===== src/rtl/reg_bank_pkg.sv =====
// Shared types and sizing for the 32x8 register bank and its clear sequencer.
// Widths are fixed by the downstream 32-to-1 8-bit read multiplexer.
package reg_bank_pkg;

    localparam int DATA_W = 8;
    localparam int DEPTH  = 32;
    localparam int ADDR_W = 5;

    localparam logic [ADDR_W-1:0] LAST_IDX = ADDR_W'(DEPTH - 1);

    typedef enum logic [1:0] {
        IDLE  = 2'd0,
        CLEAR = 2'd1,
        DONE  = 2'd2
    } clr_state_e;

endpackage


===== src/rtl/reg_bank_32x8_if.sv =====
// Write port, bulk-clear handshake and flattened read bus of the register bank.
// The master side is the bank's user; the slave side is the bank itself.
interface reg_bank_32x8_if;
    import reg_bank_pkg::*;

    logic                    wr_en;
    logic [ADDR_W-1:0]       wr_addr;
    logic [DATA_W-1:0]       wr_data;
    logic                    wr_ready;
    logic                    clr_req;
    logic                    busy;
    logic                    clr_done;
    logic [DEPTH*DATA_W-1:0] q_flat;

    modport master (
        output wr_en,
        output wr_addr,
        output wr_data,
        output clr_req,
        input  wr_ready,
        input  busy,
        input  clr_done,
        input  q_flat
    );

    modport slave (
        input  wr_en,
        input  wr_addr,
        input  wr_data,
        input  clr_req,
        output wr_ready,
        output busy,
        output clr_done,
        output q_flat
    );

endinterface


===== src/rtl/reg_bank_32x8_clr_seq_ctrl.sv =====
// Bulk-clear sequencer: IDLE/CLEAR/DONE FSM plus the sweep index counter.
// All handshake outputs decode from registered state, so they are glitch-free.
module clr_seq_ctrl
    import reg_bank_pkg::*;
(
    input  logic              clk,
    input  logic              rst_n,
    input  logic              clr_req_i,
    output logic [ADDR_W-1:0] idx_o,
    output logic              clr_en_o,
    output logic              busy_o,
    output logic              clr_done_o,
    output logic              wr_ready_o
);

    clr_state_e        state_q, state_d;
    logic [ADDR_W-1:0] idx_q, idx_d;

    // NOTE: sequential state uses non-blocking assignments only; blocking here
    // would let later readers in the same time step see the updated value.
    always_ff @(posedge clk) begin
        if (!rst_n) begin
            state_q <= IDLE;
            idx_q   <= '0;
        end else begin
            state_q <= state_d;
            idx_q   <= idx_d;
        end
    end

    // NOTE: every output gets a default before the case, so no path can leave
    // a signal unassigned and infer a latch.
    always_comb begin
        state_d    = state_q;
        idx_d      = idx_q;
        clr_en_o   = 1'b0;
        busy_o     = 1'b0;
        clr_done_o = 1'b0;
        wr_ready_o = 1'b1;

        unique case (state_q)
            IDLE: begin
                if (clr_req_i) begin
                    state_d = CLEAR;
                    idx_d   = '0;
                end
            end
            CLEAR: begin
                wr_ready_o = 1'b0;
                busy_o     = 1'b1;
                clr_en_o   = 1'b1;
                idx_d      = idx_q + 1'b1;
                if (idx_q == LAST_IDX) begin
                    state_d = DONE;
                end
            end
            DONE: begin
                clr_done_o = 1'b1;
                if (clr_req_i) begin
                    state_d = CLEAR;
                    idx_d   = '0;
                end else begin
                    state_d = IDLE;
                end
            end
            default: begin
                state_d = IDLE;
                idx_d   = '0;
            end
        endcase
    end

    assign idx_o = idx_q;

endmodule


===== src/rtl/reg_bank_32x8.sv =====
// 32x8 register bank with one synchronous write port and a 32-cycle bulk clear.
// q_flat feeds the 32-to-1 read mux directly; lane i is register i.
module reg_bank_32x8
    import reg_bank_pkg::*;
#(
    parameter bit ZERO_REG = 1'b1
) (
    input  logic            clk,
    input  logic            rst_n,
    reg_bank_32x8_if.slave  bus
);

    logic [DATA_W-1:0] regs_q [DEPTH];
    logic [DATA_W-1:0] regs_d [DEPTH];

    logic [ADDR_W-1:0] clr_idx;
    logic              clr_en;
    logic              wr_ready;
    logic              wr_fire;

    clr_seq_ctrl u_clr_seq (
        .clk        (clk),
        .rst_n      (rst_n),
        .clr_req_i  (bus.clr_req),
        .idx_o      (clr_idx),
        .clr_en_o   (clr_en),
        .busy_o     (bus.busy),
        .clr_done_o (bus.clr_done),
        .wr_ready_o (wr_ready)
    );

    assign bus.wr_ready = wr_ready;
    assign wr_fire      = bus.wr_en && wr_ready;

    // Writes are never accepted during CLEAR, so write and sweep never collide.
    always_comb begin
        regs_d = regs_q;
        if (wr_fire) begin
            regs_d[bus.wr_addr] = bus.wr_data;
        end
        if (clr_en) begin
            regs_d[clr_idx] = '0;
        end
        if (ZERO_REG) begin
            regs_d[0] = '0;
        end
    end

    // NOTE: the storage is flops, not a RAM macro, so it can and must be
    // reset; the mux downstream must never see X after the first reset edge.
    always_ff @(posedge clk) begin
        if (!rst_n) begin
            regs_q <= '{default: '0};
        end else begin
            regs_q <= regs_d;
        end
    end

    for (genvar i = 0; i < DEPTH; i++) begin : g_lane
        if (ZERO_REG && (i == 0)) begin : g_zero
            assign bus.q_flat[i*DATA_W +: DATA_W] = '0;
        end else begin : g_reg
            assign bus.q_flat[i*DATA_W +: DATA_W] = regs_q[i];
        end
    end

    // Handshake invariants the mux-side user relies on.
    a_busy_excl_ready : assert property (@(posedge clk) disable iff (!rst_n)
        !(bus.busy && bus.wr_ready));
    a_done_one_cycle : assert property (@(posedge clk) disable iff (!rst_n)
        bus.clr_done |=> !bus.clr_done);

endmodule


===== src/flat_wrapper.sv =====
// flat-port wrapper written by rule: the top's interface ports become plain ports
module reg_bank_32x8_flat import reg_bank_pkg::*;
#(
    parameter bit ZERO_REG = 1'b1
)
  (clk, rst_n, bus_wr_en, bus_wr_addr, bus_wr_data, bus_clr_req, bus_wr_ready, bus_busy, bus_clr_done, bus_q_flat);
  reg_bank_32x8_if bus_i ();
  input  logic clk;
  input  logic rst_n;
  input wire logic [$bits(bus_i.wr_en)-1:0] bus_wr_en;
  input wire logic [$bits(bus_i.wr_addr)-1:0] bus_wr_addr;
  input wire logic [$bits(bus_i.wr_data)-1:0] bus_wr_data;
  input wire logic [$bits(bus_i.clr_req)-1:0] bus_clr_req;
  output wire logic [$bits(bus_i.wr_ready)-1:0] bus_wr_ready;
  output wire logic [$bits(bus_i.busy)-1:0] bus_busy;
  output wire logic [$bits(bus_i.clr_done)-1:0] bus_clr_done;
  output wire logic [$bits(bus_i.q_flat)-1:0] bus_q_flat;
  assign bus_i.wr_en = bus_wr_en;
  assign bus_i.wr_addr = bus_wr_addr;
  assign bus_i.wr_data = bus_wr_data;
  assign bus_i.clr_req = bus_clr_req;
  assign bus_wr_ready = bus_i.wr_ready;
  assign bus_busy = bus_i.busy;
  assign bus_clr_done = bus_i.clr_done;
  assign bus_q_flat = bus_i.q_flat;
  reg_bank_32x8 #(.ZERO_REG(ZERO_REG)) u_core (.clk(clk), .rst_n(rst_n), .bus(bus_i));
endmodule

===== config.mk =====
export PLATFORM = sky130hd
export DESIGN_NAME = reg_bank_32x8_flat
export DESIGN_NICKNAME = d
export VERILOG_FILES = /design/src/rtl/reg_bank_pkg.sv /design/src/rtl/reg_bank_32x8_if.sv /design/src/rtl/reg_bank_32x8_clr_seq_ctrl.sv /design/src/rtl/reg_bank_32x8.sv /design/src/flat_wrapper.sv
export SDC_FILE = /design/constraint.sdc
export NUM_CORES = 1
export LEC_CHECK = 0
export CORE_MARGIN = 8
export CORE_UTILIZATION = 25
export DETAILED_ROUTE_END_ITERATION = 8
export GPL_TIMING_DRIVEN = 0
export SYNTH_ARGS = -nofsm -noshare
export SYNTH_HDL_FRONTEND = slang
export SYNTH_HIERARCHICAL = 1
export SYNTH_SLANG_ARGS = --single-unit

===== constraint.sdc =====
create_clock -name clk -period 2.3 [get_ports clk]
set_clock_uncertainty 0.05 [all_clocks]
set_input_delay 0.23 -clock clk [delete_from_list [all_inputs] [get_ports clk]]
set_output_delay 0.23 -clock clk [all_outputs]
set_load 0.01 [all_outputs]

==> impl_metrics.json <==
{
  "status": "complete, no violations",
  "clkLatencyLatePin_ns": 0.56,
  "rsz0062_at_grt": "no",
  "syn-instance-count": 1242,
  "yosysSeqAreaShare": 0.4926,
  "finalCritPeriodShare": 0.9389,
  "clkTransAtPathRegs_ns": 0.06,
  "drc_errors": 0,
  "cp_data_arrival_time_ns": 2.51,
  "max_freq_mhz": 463.1,
  "final_core_util": 0.3604,
  "peakVddDrop_v": 0.0004966,
  "ctsHoldBuffers": 0,
  "crit_type": "reg2reg",
  "vias_per_cell": 5.217,
  "yosys.area.top_type_share": 0.4926,
  "synth-compound-area-share": 0.2609,
  "synth_fa_ha_area_frac": 0.002415,
  "grt_max_degree": 14,
  "grt_pass1_vias": 10748,
  "synthTopCellsByCount": "dfxtp_1 (255), a21oi_1 (250), nand3_1 (249)",
  "drv_cap": 0,
  "cp_top_family": "compound AO/OA/AOI/OAI gates",
  "antenna_cells": 0,
  "yosys.area_share.simple": 0.1665,
  "cts.sinks": 255,
  "wire_per_inst_um": 22.96,
  "worstSetupEndpointType": "register",
  "synth-edff-count": 0,
  "timing_hold_violations_final": 0,
  "cp_slowest_cell": "o21ai_1",
  "slew_headroom": 0.3827,
  "dp_cells": 2045,
  "grt_pass1_wl_um": 69140,
  "h-tree-depth": 1,
  "grt_usage": 0.1885,
  "synth_top_family_by_area": "compound AO/OA/AOI/OAI gates",
  "cts_tree": "built",
  "syn_to_final_growth_pct": 42.33,
  "initial_core_util": 0.2532,
  "syn_area_um2": 10360,
  "io_pins": 276,
  "total_power_w": 0.01016,
  "cts_resized": 2,
  "fin_nets": 1563,
  "ys_async_sr_fraction": 0,
  "fp.dieArea_um2": 48230,
  "yosysWarningCount": 6,
  "drt_iter0_drc": 1034,
  "tightest_slew_ns": 0.9260,
  "drt_wl_total_um": 48180,
  "synthMuxAreaShare": 0.0009658,
  "yosysTopAreaCell": "dfxtp_1",
  "required_ns": 2.65,
  "hpwl_um": 34890,
  "drtAntennaViolNets": 0,
  "die_x_um": 219.6,
  "route.vias.total": 10946,
  "holdWs_ns": 0.2981,
  "cp_max_fo": 8,
  "drt_first_pass_iters": 5,
  "grt_overflow": 0,
  "antenna_found_initial": 1,
  "place_ws_ns": -0.1892,
  "cts_root_buffer": "clkbuf_16",
  "critPathBufInv": 2,
  "clock_path_buffers": 3,
  "io_buffers": 264,
  "die_y_um": 219.6,
  "hold_class": "in2reg",
  "synth.avg_cell_area_um2": 8.344,
  "slew_violations": 0,
  "cts_buffers": 29,
  "ys_top_cells_by_area": "dfxtp_1 (49%), a21oi_1 (12%), nand3_1 (12%)",
  "gp_congestion": 0.8252,
  "layout-drive-gt1-share": 0.09579,
  "power_leakage_nw": 4.735,
  "critPathLaunchType": "register",
  "setup_viol": 0,
  "p_per_area_nw_per_um2": 688.8,
  "crit_chain": "nand2b_2, inv_2, buf_4, nand4bb_1, o21ai_1, a21oi_1",
  "synth-main-ff-cell": "dfxtp_1",
  "cts_setup_buffers": 0,
  "ys_ff_latch": 255,
  "yosysUniqueCellTypes": 49,
  "synth.most_common_cell": "dfxtp_1",
  "synthXorXnorAreaFrac": 0.0008451,
  "fin_crit_ns": 2.160,
  "row_count": 74,
  "core-area_um2": 40920,
  "max_stage_delay_ns": 0.66,
  "setup_ws_ns": 0.1405,
  "fin_cells": 2098
}
[area by class of cell]
type                       instances  area (um^2)
buffer                           147        787.0
clock buffer                      45        855.8
clock inverter                     8        146.4
fill                            4241        26170
inverter                           2        7.507
multi-input combinational        845         4541
sequential                       255         5105
tap                              532        665.6
timing repair buffer             264         2643
[where the power goes]
| part | internal [W] | switching, W | total (W) |
|---|---|---|---|
| registers | 0.00445 | 0.0000223 | 0.00447 |
| clock network | 0.00299 | 0.00189 | 0.00489 |
| logic | 0.000212 | 0.000594 | 0.000806 |
[cell usage in the layout, fill, tap and decap left out, types with 4 or more instances in the layout]
cell / netlist / layout
clkbuf_16: 0 / 29
clkbuf_1: 61 / 67
a21oi_1: 250 / 250
clkbuf_8: 0 / 7
buf_2: 52 / 50
dfxtp_1: 255 / 255
conb_1: 1 / 8
bufinv_16: 0 / 4
buf_4: 18 / 18
buf_6: 12 / 12
nor2b_1: 4 / 4
o21ai_1: 64 / 61
o21ai_0: 212 / 212
nand4bb_1: 4 / 4
and3_1: 4 / 4
nand3_1: 249 / 249
clkdlybuf4s50_1: 0 / 264
[layer usage]
| layer | track usage | vias up | part of all wire |
|---|---|---|---|
| met5 | 0 | - | 0.00027 |
| met4 | 0.05347 | 2 | 0.027 |
| met3 | 0.04045 | 80 | 0.085 |
| met2 | 0.3116 | 525 | 0.46 |
| met1 | 0.2452 | 5259 | 0.43 |
| li1 | - | 5080 | - |
[through the flow]
stage	area [um^2]	TNS, ns
floorplan	10390	0
global placement	13700	-5.691
detailed placement	13700	-8.543
CTS	14710	0
global route	14750	0
finish	14750	0
[cell families after synthesis]
group                      after synthesis
adders and majority gates                2
xor gates and xnor gates                 1
DFF                                    255
buffers and inverters                  149
muxes                                    1
other                                    1
and+or+nand+nor                        301
AOI/OAI and AO/OA                      532
[flip-flops by register name (all words and copies together), names as in the netlist]
name,count
u_core/bus.q_flat,248
u_core/u_clr_seq/idx_o,5
u_core/u_clr_seq/state_q,2
[worst paths after layout]
path,from,end,slack [ns],depth (start not counted)
worst max-delay path,u_core/u_clr_seq/state_q[0],u_core/bus.q_flat[66],0.14,6
worst min-delay path,bus_wr_addr[1],u_core/bus.q_flat[191],0.30,4
worst max register to register,u_core/u_clr_seq/state_q[0],u_core/bus.q_flat[66],0.14,6
worst min register to register,u_core/bus.q_flat[98],u_core/bus.q_flat[98],0.43,2
[tightest hold or removal path, cell delays in order]
cell and delay, ns:
buf_4 0.15, nand4_4 0.22, o21ai_0 0.12, a21oi_1 0.13
Note: power is estimated with default switching activity, not from simulation.
